==> src/rtl/bp_zynq_fill_pkg.sv <==
// Shared types and defaults for the ZynqParrot fill-port arbiter.
// The header layout is {wr, len (beats-1), paddr}, MSB first.
package bp_zynq_fill_pkg;

  localparam int unsigned bp_num_req_gp       = 2;
  localparam int unsigned bp_paddr_width_gp   = 34;
  localparam int unsigned bp_fill_width_gp    = 64;
  localparam int unsigned bp_max_beats_gp     = 8;
  localparam int unsigned bp_max_outstanding_gp = 4;
  localparam int unsigned bp_lg_beats_gp      = $clog2(bp_max_beats_gp);

  typedef struct packed {
    logic                         wr;
    logic [bp_lg_beats_gp-1:0]    len;
    logic [bp_paddr_width_gp-1:0] paddr;
  } bp_zynq_fill_hdr_s;

  localparam logic [0:0] e_idle = 1'b0;
  localparam logic [0:0] e_data = 1'b1;

  function automatic int unsigned wrap_inc(input int unsigned idx, input int unsigned n);
    return (idx + 32'd1 >= n) ? 32'd0 : idx + 32'd1;
  endfunction

endpackage

==> src/rtl/bp_zynq_fill_arbiter_chk.sv <==
// Simulation checks on the response stream: the owner id must be a real requester
// and a closing beat must never retire a request that was never issued.
module bp_zynq_fill_arbiter_chk
#(parameter int unsigned num_req_p     = 2
 ,parameter int unsigned lg_num_req_lp = 1
 )
 (input logic                     clk_i
 ,input logic                     reset_i
 ,input logic                     mem_resp_v_i
 ,input logic [lg_num_req_lp-1:0] mem_resp_id_i
 ,input logic                     resp_fire_last_i
 ,input logic                     resp_cnt_zero_i
 );

  resp_id_in_range: assert property (@(posedge clk_i) disable iff (reset_i)
    mem_resp_v_i |-> (32'(mem_resp_id_i) < num_req_p))
    else $error("response id %0d has no requester", mem_resp_id_i);

  resp_no_underflow: assert property (@(posedge clk_i) disable iff (reset_i)
    resp_fire_last_i |-> !resp_cnt_zero_i)
    else $error("response retires id %0d with no outstanding request", mem_resp_id_i);

endmodule

==> src/rtl/bp_zynq_fill_rr_arb.sv <==
// Round-robin picker starting at ptr_i; once a grant stalls downstream (hold_i)
// the same index is kept until it is accepted, so the header cannot change under a pending valid.
module bp_zynq_fill_rr_arb
  import bp_zynq_fill_pkg::*;
#(parameter int unsigned num_req_p     = bp_num_req_gp
 ,localparam int unsigned lg_num_req_lp = (num_req_p > 1) ? $clog2(num_req_p) : 1
 )
 (input  logic                     clk_i
 ,input  logic                     reset_i
 ,input  logic [num_req_p-1:0]     req_i
 ,input  logic [lg_num_req_lp-1:0] ptr_i
 ,input  logic                     hold_i
 ,output logic [num_req_p-1:0]     grant_o
 ,output logic [lg_num_req_lp-1:0] idx_o
 ,output logic                     v_o
 );

  logic                     lock_q, lock_d;
  logic [lg_num_req_lp-1:0] lock_idx_q, lock_idx_d;
  logic [lg_num_req_lp-1:0] rr_idx_s;
  logic                     use_lock_s;

  // Scan from the farthest offset down so the nearest eligible index wins.
  always_comb begin
    rr_idx_s = ptr_i;
    for (int k = num_req_p - 1; k >= 0; k--) begin
      rr_idx_s = req_i[(int'(ptr_i) + k) % num_req_p]
               ? lg_num_req_lp'((int'(ptr_i) + k) % num_req_p) : rr_idx_s;
    end
  end

  // Final grant selection with lock override.
  always_comb begin
    use_lock_s = lock_q & req_i[lock_idx_q];
    idx_o      = use_lock_s ? lock_idx_q : rr_idx_s;
    v_o        = |req_i;
    grant_o    = v_o ? (num_req_p'(1) << idx_o) : {num_req_p{1'b0}};
    lock_d     = hold_i;
    lock_idx_d = hold_i ? idx_o : lock_idx_q;
  end

  // Lock state registers.
  always_ff @(posedge clk_i or posedge reset_i) begin
    if (reset_i) begin
      lock_q     <= 1'b0;
      lock_idx_q <= {lg_num_req_lp{1'b0}};
    end else begin
      lock_q     <= lock_d;
      lock_idx_q <= lock_idx_d;
    end
  end

endmodule

==> src/rtl/bp_zynq_fill_arbiter.sv <==
// Shares one 64-bit fill port between cache requesters: round-robin header grant,
// write-data bursts locked to the writer, and responses routed back by id.
module bp_zynq_fill_arbiter
  import bp_zynq_fill_pkg::*;
#(parameter int unsigned num_req_p         = bp_num_req_gp
 ,parameter int unsigned paddr_width_p     = bp_paddr_width_gp
 ,parameter int unsigned fill_width_p      = bp_fill_width_gp
 ,parameter int unsigned max_beats_p       = bp_max_beats_gp
 ,parameter int unsigned max_outstanding_p = bp_max_outstanding_gp
 ,localparam int unsigned lg_num_req_lp    = (num_req_p > 1) ? $clog2(num_req_p) : 1
 ,localparam int unsigned lg_beats_lp      = $clog2(max_beats_p)
 ,localparam int unsigned hdr_width_lp     = 1 + lg_beats_lp + paddr_width_p
 ,localparam int unsigned cnt_width_lp     = $clog2(max_outstanding_p + 1)
 )
 (input  logic                              clk_i
 ,input  logic                              reset_i
 ,input  logic [num_req_p-1:0]              req_v_i
 ,output logic [num_req_p-1:0]              req_ready_and_o
 ,input  logic [num_req_p*hdr_width_lp-1:0] req_hdr_i
 ,input  logic [num_req_p-1:0]              req_data_v_i
 ,output logic [num_req_p-1:0]              req_data_ready_and_o
 ,input  logic [num_req_p*fill_width_p-1:0] req_data_i
 ,output logic                              mem_v_o
 ,input  logic                              mem_ready_and_i
 ,output logic [hdr_width_lp-1:0]           mem_hdr_o
 ,output logic [lg_num_req_lp-1:0]          mem_id_o
 ,output logic                              mem_data_v_o
 ,input  logic                              mem_data_ready_and_i
 ,output logic [fill_width_p-1:0]           mem_data_o
 ,input  logic                              mem_resp_v_i
 ,output logic                              mem_resp_ready_and_o
 ,input  logic [lg_num_req_lp-1:0]          mem_resp_id_i
 ,input  logic                              mem_resp_last_i
 ,input  logic [fill_width_p-1:0]           mem_resp_data_i
 ,output logic [num_req_p-1:0]              resp_v_o
 ,input  logic [num_req_p-1:0]              resp_ready_and_i
 ,output logic                              resp_last_o
 ,output logic [fill_width_p-1:0]           resp_data_o
 );

  logic [0:0]               state_q, state_d;
  logic [lg_num_req_lp-1:0] ptr_q, ptr_d, id_q, id_d;
  logic [lg_beats_lp-1:0]   beats_q, beats_d;
  logic [cnt_width_lp-1:0]  cnt_q [num_req_p];
  logic [cnt_width_lp-1:0]  cnt_d [num_req_p];

  logic [num_req_p-1:0]     eligible_s, grant_s;
  logic [lg_num_req_lp-1:0] win_s;
  logic                     arb_v_s, hdr_fire_s, beat_fire_s, in_data_s;
  logic                     resp_id_ok_s, resp_fire_last_s, resp_cnt_zero_s;
  logic [hdr_width_lp-1:0]  win_hdr_s;

  // A requester at its outstanding limit drops out of arbitration.
  always_comb begin
    for (int i = 0; i < num_req_p; i++) begin
      eligible_s[i] = req_v_i[i] & (cnt_q[i] < cnt_width_lp'(max_outstanding_p));
    end
  end

  bp_zynq_fill_rr_arb #(.num_req_p(num_req_p)) rr_arb
    (.clk_i   (clk_i)
    ,.reset_i (reset_i)
    ,.req_i   (eligible_s)
    ,.ptr_i   (ptr_q)
    ,.hold_i  (mem_v_o & ~mem_ready_and_i)
    ,.grant_o (grant_s)
    ,.idx_o   (win_s)
    ,.v_o     (arb_v_s)
    );

  // Header, write-beat and response steering; outputs are forced low while reset is held.
  always_comb begin
    win_hdr_s            = req_hdr_i[int'(win_s)*hdr_width_lp +: hdr_width_lp];
    mem_v_o              = ~reset_i & (state_q == e_idle) & arb_v_s;
    mem_hdr_o            = win_hdr_s;
    mem_id_o             = win_s;
    hdr_fire_s           = mem_v_o & mem_ready_and_i;
    req_ready_and_o      = hdr_fire_s ? grant_s : {num_req_p{1'b0}};

    in_data_s            = ~reset_i & (state_q == e_data);
    mem_data_v_o         = in_data_s & req_data_v_i[id_q];
    mem_data_o           = req_data_i[int'(id_q)*fill_width_p +: fill_width_p];
    req_data_ready_and_o = in_data_s ? (num_req_p'(mem_data_ready_and_i) << id_q)
                                     : {num_req_p{1'b0}};
    beat_fire_s          = mem_data_v_o & mem_data_ready_and_i;

    resp_id_ok_s         = 32'(mem_resp_id_i) < num_req_p;
    resp_v_o             = (~reset_i & mem_resp_v_i & resp_id_ok_s)
                         ? (num_req_p'(1) << mem_resp_id_i) : {num_req_p{1'b0}};
    mem_resp_ready_and_o = ~reset_i & resp_id_ok_s & resp_ready_and_i[mem_resp_id_i];
    resp_fire_last_s     = mem_resp_v_i & mem_resp_ready_and_o & mem_resp_last_i;
    resp_cnt_zero_s      = resp_id_ok_s ? (cnt_q[mem_resp_id_i] == {cnt_width_lp{1'b0}}) : 1'b0;
    resp_last_o          = mem_resp_last_i;
    resp_data_o          = mem_resp_data_i;
  end

  // Burst FSM: a write header locks the data channel to its owner for len+1 beats.
  always_comb begin
    state_d = state_q;
    ptr_d   = ptr_q;
    id_d    = id_q;
    beats_d = beats_q;
    case (state_q)
      e_idle: begin
        if (hdr_fire_s) begin
          ptr_d = lg_num_req_lp'(wrap_inc(32'(win_s), num_req_p));
          if (win_hdr_s[hdr_width_lp-1]) begin
            state_d = e_data;
            id_d    = win_s;
            beats_d = win_hdr_s[hdr_width_lp-2 -: lg_beats_lp];
          end else begin
            state_d = e_idle;
          end
        end else begin
          state_d = e_idle;
        end
      end
      e_data: begin
        if (beat_fire_s && (beats_q == {lg_beats_lp{1'b0}})) begin
          state_d = e_idle;
        end else if (beat_fire_s) begin
          beats_d = beats_q - lg_beats_lp'(1);
        end else begin
          state_d = e_data;
        end
      end
      default: state_d = e_idle;
    endcase
  end

  // Outstanding counts: +1 on header grant, -1 on the closing response beat.
  always_comb begin
    for (int i = 0; i < num_req_p; i++) begin
      cnt_d[i] = cnt_q[i]
               + cnt_width_lp'(hdr_fire_s & grant_s[i])
               - cnt_width_lp'(resp_fire_last_s & resp_id_ok_s
                               & (mem_resp_id_i == lg_num_req_lp'(i))
                               & (cnt_q[i] != {cnt_width_lp{1'b0}}));
    end
  end

  // State registers.
  always_ff @(posedge clk_i or posedge reset_i) begin
    if (reset_i) begin
      state_q <= e_idle;
      ptr_q   <= {lg_num_req_lp{1'b0}};
      id_q    <= {lg_num_req_lp{1'b0}};
      beats_q <= {lg_beats_lp{1'b0}};
      for (int i = 0; i < num_req_p; i++) cnt_q[i] <= {cnt_width_lp{1'b0}};
    end else begin
      state_q <= state_d;
      ptr_q   <= ptr_d;
      id_q    <= id_d;
      beats_q <= beats_d;
      for (int i = 0; i < num_req_p; i++) cnt_q[i] <= cnt_d[i];
    end
  end

  bp_zynq_fill_arbiter_chk #(.num_req_p(num_req_p), .lg_num_req_lp(lg_num_req_lp)) chk
    (.clk_i            (clk_i)
    ,.reset_i          (reset_i)
    ,.mem_resp_v_i     (mem_resp_v_i)
    ,.mem_resp_id_i    (mem_resp_id_i)
    ,.resp_fire_last_i (resp_fire_last_s)
    ,.resp_cnt_zero_i  (resp_cnt_zero_s)
    );

endmodule

==> config.mk <==
export PLATFORM = sky130hd
export DESIGN_NAME = bp_zynq_fill_arbiter
export DESIGN_NICKNAME = d
export VERILOG_FILES = /design/src/rtl/bp_zynq_fill_pkg.sv /design/src/rtl/bp_zynq_fill_arbiter_chk.sv /design/src/rtl/bp_zynq_fill_rr_arb.sv /design/src/rtl/bp_zynq_fill_arbiter.sv
export SDC_FILE = /design/constraint.sdc
export NUM_CORES = 1
export LEC_CHECK = 0
export CAP_MARGIN = 20
export CORE_AREA = 2 2 179 181
export CTS_CLUSTER_DIAMETER = 50
export DETAILED_ROUTE_END_ITERATION = 10
export DIE_AREA = 0 0 181 183
export PLACE_DENSITY = 0.49
export SLEW_MARGIN = 20
export SYNTH_ARGS = -nofsm -noshare
export SYNTH_HDL_FRONTEND = slang
export SYNTH_HIERARCHICAL = 1
export SYNTH_SLANG_ARGS = --single-unit
export TNS_END_PERCENT = 5
==> constraint.sdc <==
create_clock -name clk_i -period 3.56 [get_ports clk_i]
set_clock_uncertainty 0.2 [all_clocks]
set_input_delay 0.712 -clock clk_i [delete_from_list [all_inputs] [get_ports clk_i]]
set_output_delay 0.712 -clock clk_i [all_outputs]
set_load 0.03 [all_outputs]
==> reports/results.ini <==
[clock_network]
cts_sinks=14
h-tree-depth=1
cts.clk_slew.worst_paths_ns=0.05
numCtsBuffers=3
cts_root_buf=clkbuf_16
clkLatencyLatePin_ns=0.24
cts-hold-fix-buffers=0
cts_tree=built
clockBufferDepth=2

[yosys]
yosysWarnings=6
synth_cell_types=38
synth-edff-count=0
synthArstFlopShare_pct=100
yosys_most_used_dff=dfrtp_1
yosysSeqAreaShare_pct=13.3
postSynthCellCount=274
yosysMostFrequentCell=mux2_2
synthTopCellsByCount=mux2_2, buf_4, dfrtp_1, inv_1, buf_2
synth_top_area_cell=mux2_2
synth.area.top_cells=mux2_2, buf_4, dfrtp_1, ha_1, buf_2
netlist.area_leader.share_pct=43.1
syn_nets=563
syn_avg_cell_area_um2=9.63
ys_seq_elements=14
syn_area_um2=2640

[global_routing]
overflow=0
grt_pass1_wl_mm=18.2
grt_max_degree=46
track_usage_pct=7.09
grt_pass1_vias=3262
antenna_found_initial=2

[hold_path]
hold_depth=1
holdCritPathClass=reg -> reg

[timing]
rsz0062_at_grt=yes
max_slew.worst_pin.slew_ns=0.507
slew_headroom_pct=66.1
max_freq_mhz=286
finalSetupTns_ns=0
drv_slew=0
finalCriticalPeriod_ns=3.50
final-hold-violation-count=0
fin_crit_sh_pct=98.3
setup_viol=0

[power]
seq_power_share_pct=12.7
switching_power_mw=0.930
p_comb_share_pct=76.2
p_leak_nw=2.30
pwr-share-clk_pct=11.0
p_int_mw=1.25
sw_frac_of_total_pct=42.6
power.density_nw_per_um2=360
vdd_drop_max_mv=0.206

[final_layout]
syn2layout_area_growth_pct=130
drive_above_1_share_pct=32.2
fill_cells=3433
final_core_util_pct=19.4
fin_nets=834

[critical_path]
path_max_fanout=19
path_cells=clkdlybuf4s50_1, nor2b_4, inv_1, o22ai_4, buf_4, buf_16, buf_4, mux2_2, buf_4
cp_common_cell=buf_4
worstSetupStartpointType=primary input
cp.required_ns=2.65
reg2reg_depth=11
endpoint_kind=primary output
worst-setup-path-type=in -> out
max_stage_delay_ns=0.46
cpMaxStageDelayCell=clkdlybuf4s50_1
crit_arrival_ns=2.59

[run_status]
status=finished, final reports clean

[floorplan]
fp.dieW_um=181
core.rowCount=65
die_h_um=183
die_area_um2=33100
initial_utilization_pct=8.45
core_area_um2=31200
boundaryPins=458

[detailed_routing]
viasPerCell=3.23
drt-wirelength-per-cell_um=13.7
antenna_left=0
num_vias=3056
drc=0
drtIter0Drc=51
firstDrtPassIters=2
finalWirelength_mm=13.0

[placement]
dp_hpwl_mm=11.3
gp_congestion=0.686
io_buffers=329

[job]
max-cap-violations=0

worst max-delay path, delay by kind of cell:
kind                   cells  cell delay, ns
buffers and inverters      6            1.21
muxes                      1            0.32
AOI/OAI and AO/OA          1            0.17
and+or+nand+nor            1            0.16
final timing paths:
check                           start             to  slack (ns)
max in group asynchronous     reset_i           id_q        2.03
min in group asynchronous     reset_i  rr_arb/lock_q        0.62
min                          cnt_q[3]       cnt_q[3]        0.32
max                        req_v_i[1]  mem_hdr_o[24]        0.06
min reg2reg                  cnt_q[3]       cnt_q[3]        0.32
max reg2reg                  cnt_q[5]       cnt_q[5]        0.80
cells in the final DEF, fill, tap and decap left out, types with 2 or more instances in the layout:
| cell type | instances |
|---|---|
| clkdlybuf4s50_1 | 285 |
| mux2_2 | 101 |
| buf_4 | 22 |
| clkbuf_2 | 18 |
| inv_1 | 14 |
| clkdlybuf4s15_2 | 14 |
| dfrtp_1 | 13 |
| nand2_1 | 6 |
| ha_1 | 6 |
| nor2_1 | 5 |
| a21oi_1 | 5 |
| mux2i_1 | 5 |
| xnor2_1 | 5 |
| buf_12 | 4 |
| nor2b_1 | 3 |
| clkbuf_16 | 3 |
| nor3_1 | 2 |
| nor3b_1 | 2 |
| nand2b_1 | 2 |
| o21ai_0 | 2 |
| fa_1 | 2 |
metal layers:
| layer | wire length [um] | GRT usage [%] |
|---|---|---|
| met1 | 4680 | 7.50 |
| met2 | 6340 | 13.0 |
| met4 | 170 | 1.24 |
| met5 | 27 | 0 |
| met3 | 1800 | 3.28 |
cell type report:
| class | count | area [um2] | area share (%) |
|---|---|---|---|
| timing repair buffer | 345 | 3380 | 55.7 |
| inverter | 14 | 52.6 | 0.865 |
| clock buffer | 4 | 88.8 | 1.46 |
| antenna | 1 | 2.50 | 0.0412 |
| sequential | 14 | 352 | 5.79 |
| tap | 402 | 503 | 8.28 |
| multi-input combinational | 167 | 1690 | 27.9 |
repair_timing:
| action | 4_1_cts | 5_1_grt |
|---|---|---|
| setup buffers | 2 | 0 |
| cloned | 1 | 0 |
| setup endpoints to repair | 36 | 36 |
| gates resized for setup | 64 | 37 |
| hold endpoints to repair | 0 | 0 |
| pin swaps | 1 | 0 |
kinds of logic (layout without fill, tap and decap cells):
| kind of cell | count (synthesis) | after routing | synth area share, % |
|---|---|---|---|
| muxes | 108 | 108 | 46.0 |
| AOI/OAI and AO/OA | 14 | 14 | 3.61 |
| other | 0 | 1 | 0 |
| adders and majority gates | 8 | 8 | 4.36 |
| buffers and inverters | 93 | 363 | 23.4 |
| xor gates and xnor gates | 5 | 5 | 1.66 |
| and+or+nand+nor | 32 | 32 | 7.69 |
| DFF | 14 | 14 | 13.3 |
registers in the layout, summed over array words and instances, names as in the netlist:
name / flops
cnt_q: 6
beats_q: 3
id_q: 1
ptr_q: 1
rr_arb/lock_idx_q: 1
rr_arb/lock_q: 1
state_q: 1
power by group through the flow:
stage	logic, mW	clock network (mW)	registers (mW)
floorplan	1.09	0	0.262
global placement	1.69	0	0.279
detailed placement	1.69	0	0.279
CTS	1.71	0.249	0.278
global route	1.79	0.254	0.291
finish	1.66	0.241	0.278
through the flow:
step	instances	setup slack, ns	power [mW]	hold slack [ns]	cell area [um2]
global placement	939	-0.321	1.97	0.296	6000
floorplan	274	0.208	1.36	0.253	2640
detailed placement	939	-0.341	1.97	0.308	6000
finish	947	0.0596	2.18	0.315	6070
global route	946	-0.0146	2.33	0.333	6070
CTS	946	-0.0185	2.24	0.322	6130
(Power assumes the default switching activity.)
